==> src/rtl/bus_pkg.sv <==
// Shared definitions for the matrix-multiply processor register bus.
// Contents: bus source codes (shared with the bus mux), write-enable bit
// indices, instruction class encodings, ALU op codes, sequencer state encoding
// and a source-legality helper.
package bus_pkg;

    localparam int WE_W_DEF = 6;

    // Bus source codes; 0 means the bus is driven to zero.
    localparam logic [4:0] SRC_NONE = 5'd0;
    localparam logic [4:0] SRC_IM   = 5'd1;
    localparam logic [4:0] SRC_DM   = 5'd2;
    localparam logic [4:0] SRC_PC   = 5'd4;
    localparam logic [4:0] SRC_ALU  = 5'd13;
    localparam logic [4:0] SRC_AC   = 5'd17;
    localparam logic [4:0] SRC_MAX  = SRC_AC;

    // Destination write-enable bit positions.
    localparam int WE_AR   = 0;
    localparam int WE_IR   = 1;
    localparam int WE_PC   = 2;
    localparam int WE_AC   = 3;
    localparam int WE_R    = 4;
    localparam int WE_ALUB = 5;

    typedef enum logic [2:0] {
        CLS_NOP = 3'b000,
        CLS_LDA = 3'b001,
        CLS_MVR = 3'b010,
        CLS_ADD = 3'b011,
        CLS_JZ  = 3'b100,
        CLS_LDM = 3'b101,
        CLS_ILL = 3'b110,
        CLS_HLT = 3'b111
    } cls_t;

    typedef enum logic [1:0] {
        ALU_PASS = 2'b00,
        ALU_ADD  = 2'b01,
        ALU_SUB  = 2'b10
    } alu_op_t;

    typedef enum logic [3:0] {
        ST_IDLE   = 4'd0,
        ST_F_ADDR = 4'd1,
        ST_F_WAIT = 4'd2,
        ST_F_LOAD = 4'd3,
        ST_DECODE = 4'd4,
        ST_X1     = 4'd5,
        ST_X_WAIT = 4'd6,
        ST_X2     = 4'd7,
        ST_HALT   = 4'd8,
        ST_ERR    = 4'd9
    } state_t;

    function automatic logic src_legal(input logic [4:0] src);
        return (src != SRC_NONE) && (src <= SRC_MAX);
    endfunction

endpackage

==> src/rtl/mem_wait_counter.sv <==
// Memory-latency wait counter.
// Loads a latency value when an address register write happens, then counts
// down to zero and holds there (never wraps).
// Ports:
//   clock     in   rising-edge clock
//   reset     in   asynchronous active-high reset (count -> 0)
//   load      in   load load_val this cycle (has priority over dec)
//   dec       in   decrement by one if not already zero
//   load_val  in   value to load
//   count     out  current count
//   zero      out  count == 0
module mem_wait_counter #(
    parameter int CNT_W = 4
) (
    input  logic             clock,
    input  logic             reset,
    input  logic             load,
    input  logic             dec,
    input  logic [CNT_W-1:0] load_val,
    output logic [CNT_W-1:0] count,
    output logic             zero
);

    always_ff @(posedge clock or posedge reset) begin
        if (reset) begin
            count <= '0;
        end else if (load) begin
            count <= load_val;
        end else if (dec && (count != '0)) begin
            count <= count - CNT_W'(1);
        end
    end

    assign zero = (count == '0);

endmodule

==> src/rtl/bus_sequencer.sv <==
// Micro-sequencer for the shared 16-bit register bus. Runs fetch/decode/execute
// over 8-bit instructions held in IR by driving the bus source select and
// one-hot destination write enables. Sole driver of read_sel.
// Ports:
//   clock     in   system clock, rising edge
//   reset     in   asynchronous active-high reset
//   start     in   begin fetching (honoured only in IDLE/HALT/ERR)
//   ir        in   IR contents: [7:5] class, [4:0] bus source code
//   z_flag    in   ALU zero flag (sampled in DECODE)
//   read_sel  out  bus source select (0 = bus drives 0)
//   we        out  one-hot destination write enables
//   pc_inc    out  PC increment strobe
//   alu_op    out  ALU operation, valid with we[ALU_B]
//   busy      out  high outside IDLE/HALT/ERR
//   halted    out  high in HALT
//   err       out  high in ERR
//
// state   | meaning
// --------+-----------------------------------------------------------
// IDLE    | after reset, waiting for start
// F_ADDR  | PC -> AR, wait counter loaded
// F_WAIT  | instruction memory latency
// F_LOAD  | IM -> IR, PC increment
// DECODE  | ir and z_flag sampled, no strobes
// X1      | first execute cycle (LDA/MVR/ADD/JZ/LDM)
// X_WAIT  | data memory latency after LDM address write
// X2      | second execute cycle (ADD result or LDM data -> AC)
// HALT    | HLT executed, waiting for start
// ERR     | illegal class or source, waiting for start
module bus_sequencer
    import bus_pkg::*;
#(
    parameter int MEM_LAT = 2,
    parameter int WE_W    = WE_W_DEF
) (
    input  logic            clock,
    input  logic            reset,
    input  logic            start,
    input  logic [7:0]      ir,
    input  logic            z_flag,
    output logic [4:0]      read_sel,
    output logic [WE_W-1:0] we,
    output logic            pc_inc,
    output logic [1:0]      alu_op,
    output logic            busy,
    output logic            halted,
    output logic            err
);

    localparam logic [3:0] LAT = 4'(MEM_LAT);

    state_t state, state_nx;
    cls_t   cls_q;
    cls_t   ir_cls;
    logic [4:0] ir_src;

    logic            cnt_load, cnt_dec, cnt_zero;
    logic [3:0]      cnt;
    logic            wait_last;

    logic [4:0]      read_sel_nx;
    logic [WE_W-1:0] we_nx;
    logic            pc_inc_nx;
    alu_op_t         alu_op_nx;
    logic            busy_nx, halted_nx, err_nx;

    assign ir_cls = cls_t'(ir[7:5]);
    assign ir_src = ir[4:0];

    mem_wait_counter #(.CNT_W(4)) u_wait (
        .clock    (clock),
        .reset    (reset),
        .load     (cnt_load),
        .dec      (cnt_dec),
        .load_val (LAT),
        .count    (cnt),
        .zero     (cnt_zero)
    );

    // A wait state is entered with count = MEM_LAT >= 1; the cycle seen
    // with count 1 is the last one.
    assign wait_last = cnt_zero || (cnt == 4'd1);

    always_ff @(posedge clock or posedge reset) begin
        if (reset) begin
            state <= ST_IDLE;
            cls_q <= CLS_NOP;
        end else begin
            state <= state_nx;
            if (state == ST_DECODE) begin
                cls_q <= ir_cls;
            end
        end
    end

    // Next-state logic plus decode of the outputs belonging to the state
    // being entered; these are registered so every output is glitch-free
    // and valid for the entire cycle of its state.
    always_comb begin
        state_nx    = state;
        cnt_load    = 1'b0;
        cnt_dec     = 1'b0;
        read_sel_nx = SRC_NONE;
        we_nx       = '0;
        pc_inc_nx   = 1'b0;
        alu_op_nx   = ALU_PASS;

        case (state)
            ST_IDLE, ST_HALT, ST_ERR: begin
                if (start) state_nx = ST_F_ADDR;
            end
            ST_F_ADDR: begin
                cnt_load = 1'b1;
                state_nx = (LAT == 4'd0) ? ST_F_LOAD : ST_F_WAIT;
            end
            ST_F_WAIT: begin
                cnt_dec = 1'b1;
                if (wait_last) state_nx = ST_F_LOAD;
            end
            ST_F_LOAD: begin
                state_nx = ST_DECODE;
            end
            ST_DECODE: begin
                case (ir_cls)
                    CLS_NOP: state_nx = ST_F_ADDR;
                    CLS_ILL: state_nx = ST_ERR;
                    CLS_HLT: state_nx = ST_HALT;
                    default: state_nx = src_legal(ir_src) ? ST_X1 : ST_ERR;
                endcase
            end
            ST_X1: begin
                case (cls_q)
                    CLS_ADD: state_nx = ST_X2;
                    CLS_LDM: begin
                        cnt_load = 1'b1;
                        state_nx = (LAT == 4'd0) ? ST_X2 : ST_X_WAIT;
                    end
                    default: state_nx = ST_F_ADDR;
                endcase
            end
            ST_X_WAIT: begin
                cnt_dec = 1'b1;
                if (wait_last) state_nx = ST_X2;
            end
            ST_X2: begin
                state_nx = ST_F_ADDR;
            end
            default: begin
                state_nx = ST_IDLE;
            end
        endcase

        case (state_nx)
            ST_F_ADDR: begin
                read_sel_nx  = SRC_PC;
                we_nx[WE_AR] = 1'b1;
            end
            ST_F_LOAD: begin
                read_sel_nx  = SRC_IM;
                we_nx[WE_IR] = 1'b1;
                pc_inc_nx    = 1'b1;
            end
            ST_X1: begin
                // X1 is only ever entered from DECODE, so ir and z_flag
                // are the values being sampled right now.
                case (ir_cls)
                    CLS_LDA: begin
                        read_sel_nx  = ir_src;
                        we_nx[WE_AC] = 1'b1;
                    end
                    CLS_MVR: begin
                        read_sel_nx = ir_src;
                        we_nx[WE_R] = 1'b1;
                    end
                    CLS_ADD: begin
                        read_sel_nx    = ir_src;
                        we_nx[WE_ALUB] = 1'b1;
                        alu_op_nx      = ALU_ADD;
                    end
                    CLS_JZ: begin
                        if (z_flag) begin
                            read_sel_nx  = ir_src;
                            we_nx[WE_PC] = 1'b1;
                        end
                    end
                    CLS_LDM: begin
                        read_sel_nx  = ir_src;
                        we_nx[WE_AR] = 1'b1;
                    end
                    default: begin
                        read_sel_nx = SRC_NONE;
                    end
                endcase
            end
            ST_X2: begin
                read_sel_nx  = (cls_q == CLS_ADD) ? SRC_ALU : SRC_DM;
                we_nx[WE_AC] = 1'b1;
            end
            default: begin
                read_sel_nx = SRC_NONE;
            end
        endcase
    end

    assign busy_nx   = !((state_nx == ST_IDLE) || (state_nx == ST_HALT) || (state_nx == ST_ERR));
    assign halted_nx = (state_nx == ST_HALT);
    assign err_nx    = (state_nx == ST_ERR);

    always_ff @(posedge clock or posedge reset) begin
        if (reset) begin
            read_sel <= '0;
            we       <= '0;
            pc_inc   <= 1'b0;
            alu_op   <= 2'b00;
            busy     <= 1'b0;
            halted   <= 1'b0;
            err      <= 1'b0;
        end else begin
            read_sel <= read_sel_nx;
            we       <= we_nx;
            pc_inc   <= pc_inc_nx;
            alu_op   <= alu_op_nx;
            busy     <= busy_nx;
            halted   <= halted_nx;
            err      <= err_nx;
        end
    end

endmodule
==> config.mk <==
export PLATFORM = sky130hd
export DESIGN_NAME = bus_sequencer
export DESIGN_NICKNAME = d
export VERILOG_FILES = /design/src/rtl/bus_pkg.sv /design/src/rtl/mem_wait_counter.sv /design/src/rtl/bus_sequencer.sv
export SDC_FILE = /design/constraint.sdc
export NUM_CORES = 1
export LEC_CHECK = 0
export CAP_MARGIN = 20
export CORE_ASPECT_RATIO = 2
export CORE_MARGIN = 8
export CORE_UTILIZATION = 49
export CTS_CLUSTER_DIAMETER = 200
export DETAILED_ROUTE_END_ITERATION = 6
export PLACE_DENSITY = 0.88
export SETUP_SLACK_MARGIN = 0.5
export SLEW_MARGIN = 40
export SYNTH_ARGS = -nofsm -noshare
export SYNTH_HDL_FRONTEND = slang
export SYNTH_SLANG_ARGS = --single-unit
==> constraint.sdc <==
create_clock -name clock -period 2.5 [get_ports clock]
set_input_delay 0.25 -clock clock [delete_from_list [all_inputs] [get_ports clock]]
set_output_delay 0.25 -clock clock [all_outputs]
set_load 0.02 [all_outputs]
# Word level (Yosys, flattened, before mapping)
# Cells that the tools add are included.
# op_classes
add_sub_neg,1
order_cmp,1
n_eq_ne,25
mux,29
reduce_logical,16
# ops
cell,n
case mux 4 bit (8 select lines),1
2-to-1 mux 4 bit,7
"equality test 4 x 3 -> 1 bit, second input constant",6
case mux 5 bit (4 select lines),1
"equality test 4 bit, second input constant",4
"equality test 3 bit, second input constant",5
"equality test 4 x 1 -> 1 bit, second input constant",3
"equality test 4 x 2 -> 1 bit, second input constant",3
zero test 4 bit,3
2-to-1 mux 1 bit,12
case mux 4 bit (3 select lines),1
case mux 5 bit (2 select lines),1
"equality test 3 x 2 -> 1 bit, second input constant",3
case mux 1 bit (2 select lines),3
case mux 3 bit (2 select lines),1
"less-or-equal comparator 5 bit, second input constant",1
2-to-1 mux 5 bit,1
nonzero test 5 bit,1
nonzero test 4 bit,1
OR reduction 4 bit,1
"subtractor 4 x 1 -> 4 bit, second input constant",1
"equality test 3 x 1 -> 1 bit, second input constant",1
zero test 3 bit,1
logical OR 1 bit,3
other kinds (6),7
# totals
regBits,28

# Logic depth before layout (Yosys ltp)
# logic_depth
ltp_word,9
depth_mapped,8
depth_no_buf,8

# Cells and area by module
# From an unflattened synthesis, not the netlist that was laid out.
# hier_totals
cells_unflattened,133
area_unflattened_um2,1345.0
# by_module_without_submodules
module,instances,cells_each,area_per_inst_um2,seq_area_each_um2
bus_sequencer,1,105,1083.5,525.5
mem_wait_counter,1,28,261.5,100.1

# Least setup slack after synthesis
# OpenSTA, ideal clock, no wires.
# synth_timing
path_kind,reg2reg
start,reg state[3]
end,reg read_sel[2]
setup_time_ps,124
arrival_ps,1782
required_time_ps,2376
path_slack_ps,594
path_stages_with_launch,8
path_buffers,1
synth_period_minus_slack_ps,1906
cell_sequence,dfrtp_1 buf_6 or4b_4 o32ai_1 nand2_1 clkinv_2 nor4_2 a211o_1
# synth_between
elab_chain_cells,5
elab_cells_between_ends,20
cone_classes,eq/ne (13); mux (5); reduce/logical (2)
# synth_rtl
item,line_no,text
from (decl),bus_sequencer.sv:52,"state_t state, state_nx;"
from (signal assigned),bus_sequencer.sv:89,state <= state_nx;
equality test 4 bit / zero test 4 bit (equally long branches),bus_sequencer.sv:108,case (state)
OR reduction 3 bit,bus_sequencer.sv:108,
case mux 4 bit (8 select lines) *,bus_sequencer.sv:108,
via state_nx[3],bus_sequencer.sv:52,
"equality test 4 x 3 -> 1 bit, or another cell as far along",bus_sequencer.sv:153,case (state_nx)
case mux 5 bit (4 select lines) *,bus_sequencer.sv:153,
via read_sel_nx[2],bus_sequencer.sv:61,logic [4:0] read_sel_nx;
to (signal assigned),bus_sequencer.sv:219,read_sel <= read_sel_nx;
to (decl),bus_sequencer.sv:41,"output logic [4:0] read_sel,"
# Mark *: on every way through the listed nets, which the timed path passes. The rest lies on a longest branch.
# A chain may end at the register's enable or synchronous reset.

# Worst setup path after layout
# Same ends and word-level chain as after synthesis.

==> impl_metrics.tcl <==
set metrics [dict create \
    layout.cells.most_common_list "27 x sky130_fd_sc_hd__clkdlybuf4s50_1, 21 x sky130_fd_sc_hd__dfrtp_1, 17 x sky130_fd_sc_hd__nand2_1, 10 x sky130_fd_sc_hd__nor2_1, 9 x sky130_fd_sc_hd__buf_4" \
    final_layout_size_suffix_gt1_share_pct 18.4 \
    dp_worst_setup_slack_ps 371 \
    cts_made_buffers 3 \
    grt_busiest_layer "met2" \
    ys_seq_elements 25 \
    clockBufferDepth 2 \
    most_common_cell_after_layout_fill_and_taps_aside "sky130_fd_sc_hd__clkdlybuf4s50_1" \
    power_density_mw_per_mm2 1120 \
    critPathLaunch "state[3]$_DFF_PP0_" \
    groute.usage.overall_pct 15.6 \
    total_count_of_hold_check_failures_in_the_final_report 0 \
    synthCells 132 \
    slew_headroom_pct 65.9 \
    peakVddDrop_mv 0.689 \
    synth-seq-area-share_pct 48.8 \
    share_comb_of_total_power_pct 51.0 \
    synth_compound_area_share_pct 16.9 \
    final_util_pct 65.9 \
    grt_first_pass_wirelength_um 5500 \
    synthSimpleGateAreaFrac_pct 21.4 \
    final_total_negative_setup_slack_ps 0 \
    synth_async_sr_flop_share_pct 100 \
    clock_pin_slew_on_the_worst_setup_and_hold_paths_ps 90 \
    post_synthesis_xor_xnor_area_fraction_pct 2.73 \
    synth.cell_area_mm2 0.00128 \
    effective_utilization_at_floorplan_pct 51.1 \
    coreArea_mm2 0.00250 \
    syn-mean-instance-area_um2 9.71 \
    fp.dieW_um 52.2 \
    worst-path-max-fanout 4 \
    drc 0 \
    timing.fmax_mhz 491 \
    synth-main-ff-cell "sky130_fd_sc_hd__dfrtp_1" \
    cts_tree "done" \
    synth-warning-count 0 \
    period_minus_slack_ps 2040 \
    timing.critical_path.to_type "flop" \
    reg2reg_setup_slack_ps 460 \
    clock_latency_ps 270 \
    antenna_cells 0 \
    cts-root-buf "sky130_fd_sc_hd__clkbuf_8" \
    use_met2_pct 27.1 \
    timing.critical_path.arrival_ps 2200 \
    first_global_vias 1147 \
    wire_length_per_cell_after_detailed_routing_um 18.8 \
    routabilityCongestion 0.970 \
    power.leakage_nw 0.751 \
    design.final.nets 178 \
    actual_slew_at_the_worst_max_slew_pin_ps 510 \
    cts_num_sinks 25 \
    antenna_violations_before_repair 0 \
    run_status "complete, no violations" \
    half_perimeter_wire_length_after_placement_um 2350 \
    vias_per_cell 6.02 \
    global_route_met3_usage_pct 3.03 \
    die_y_um 88.3 \
    adder_and_majority_gate_portion_of_the_synthesized_area_pct 1.95 \
    grt.met1_usage_pct 15.3 \
    worst-endpoint-required_ps 2660 \
    switching_share_pct 42.9 \
    maxCapViolations 0 \
    route.final.wire_length_um 3600 \
    detail_route.first_pass.iterations 4 \
    worst-r2r-cell-count 6 \
    die_footprint_mm2 0.00461 \
    syn_nets 146 \
    internal_power_mw 1.06 \
    cts_htree_levels 1 \
    synth-edff-count 0 \
    finalMaxSlewViolations 0 \
    grt_start_max_net_pins 26 \
    ant_nets 0 \
    kind_of_path_behind_the_tightest_hold_check "in -> async" \
    grt_setup_unrepaired "no" \
    first_iter_violations 61 \
    area_growth_pct 28.9 \
    switching_power_mw 0.794 \
    finalWorstSetupSlack_ps 465 \
    io_buffers 27 \
    finalSetupViolCount 0 \
    top_level_ports 29 \
    timing.clock.skew_ps 4.16 \
    worst_r2r_startpoint "state[3]$_DFF_PP0_" \
    setup.worst_path.class "reg -> reg" \
    pwr-share-clk_pct 13.2 \
    power.total_mw 1.85 \
    synth.lib_cells_used.distinct 48 \
    floorplan.rows 26 \
    power.share.sequential_pct 35.8 \
    mux_share_of_post_synthesis_cell_area_pct 0 \
    synth_top_family_by_area "simple AND/OR/NAND/NOR gates" \
    fin_crit_sh_pct 81.4 \
    grt_overflow 0 \
    num_vias 1150 \
    critical_path.startpoint_type "flop" \
    critical_path.reg2reg.endpoint "read_sel[2]$_DFF_PP0_" \
]
power groups by stage:
stage | sequential, mW | clock, mW | combinational [mW]
after global routing | 0.672 | 0.267 | 1.01
after floorplan | 0.669 | 0 | 0.566
after global placement | 0.657 | 0 | 0.777
final | 0.662 | 0.244 | 0.943
after detailed placement | 0.670 | 0 | 0.802
after CTS | 0.660 | 0.250 | 0.855
logic make-up (layout without fill, tap and decap cells):
logic type,Yosys count,in the layout
compound gates,29,29
xor+xnor,4,4
fa+ha+maj,2,2
buf+inv,20,51
flops,25,25
other cells,1,1
simple gates,51,51
worst max-delay path, cell delays in order (launching register included):
cell and delay (ps):
sky130_fd_sc_hd__dfrtp_2 440, sky130_fd_sc_hd__or4b_4 600, sky130_fd_sc_hd__o32ai_1 320, sky130_fd_sc_hd__nand2_1 150, sky130_fd_sc_hd__clkinv_2 90, sky130_fd_sc_hd__nor4_2 50, sky130_fd_sc_hd__a211o_1 270
synthesized netlist by cell type (2+ instances only):
| cell type | count | area (µm²) |
|---|---|---|
| sky130_fd_sc_hd__dfrtp_1 | 25 | 626 |
| sky130_fd_sc_hd__nand2_1 | 17 | 63.8 |
| sky130_fd_sc_hd__nor2_1 | 10 | 37.5 |
| sky130_fd_sc_hd__inv_1 | 9 | 33.8 |
| sky130_fd_sc_hd__o21ai_0 | 7 | 35.0 |
| sky130_fd_sc_hd__nor3_1 | 6 | 30.0 |
| sky130_fd_sc_hd__a21oi_1 | 4 | 20.0 |
| sky130_fd_sc_hd__buf_2 | 3 | 15.0 |
| sky130_fd_sc_hd__buf_4 | 3 | 22.5 |
| sky130_fd_sc_hd__nand2b_1 | 3 | 18.8 |
| sky130_fd_sc_hd__xor2_1 | 3 | 26.3 |
| sky130_fd_sc_hd__a211o_1 | 2 | 17.5 |
| sky130_fd_sc_hd__clkinv_2 | 2 | 10.0 |
| sky130_fd_sc_hd__ha_1 | 2 | 25.0 |
| sky130_fd_sc_hd__nor2b_1 | 2 | 12.5 |
| sky130_fd_sc_hd__o211ai_1 | 2 | 15.0 |
metal layers:
layer  vias up  routed length, µm
met1       541               1170
met3        19                322
met5         -                  0
li1        510                  -
met2        80               1890
met4         0                215
flip-flops by register name (all words and copies together), names as in the netlist:
name	cells
alu_op	1
busy	1
cls_q	3
err	1
halted	1
read_sel	5
state	4
u_wait.count	4
we	5
worst max path at each step:
| stage | end | slack (ps) | depth (start not counted) |
|---|---|---|---|
| 2_1_floorplan | read_sel[2]$_DFF_PP0_ | 590 | 7 |
| 3_3_place_gp | read_sel[2]$_DFF_PP0_ | 430 | 8 |
| 3_5_place_dp | read_sel[2]$_DFF_PP0_ | 370 | 8 |
| 4_1_cts | read_sel[2]$_DFF_PP0_ | 510 | 6 |
| 5_1_grt | read_sel[2]$_DFF_PP0_ | 430 | 7 |
| 6_report | read_sel[2]$_DFF_PP0_ | 460 | 6 |
cell type report:
class                           instances  area (µm²)
Clock buffer                            3        41.3
Clock inverter                          1        7.51
Fill cell                             186         853
Inverter                               11        43.8
Multi-Input combinational cell         87         556
Sequential cell                        25         631
Tap cell                               28        35.0
Timing Repair Buffer                   36         338
through the flow:
step                      cell area, µm²  hold WS, ps  instances
after detailed placement            1540          522        179
after global placement              1540          507        179
after CTS                           1620          338        187
after global routing                1650          379        191
after floorplan                     1280          277        132
final                               1650          320        191
timing repair:
| item | in CTS | in global routing |
|---|---|---|
| resized for setup | 2 | 3 |
| pin swaps | 1 | 1 |
| buffers inserted | 4 | 4 |
| endpoints found under the setup margin | 5 | 7 |
| hold buffers | 0 | 0 |
Note: power is estimated with default switching activity, not from simulation.
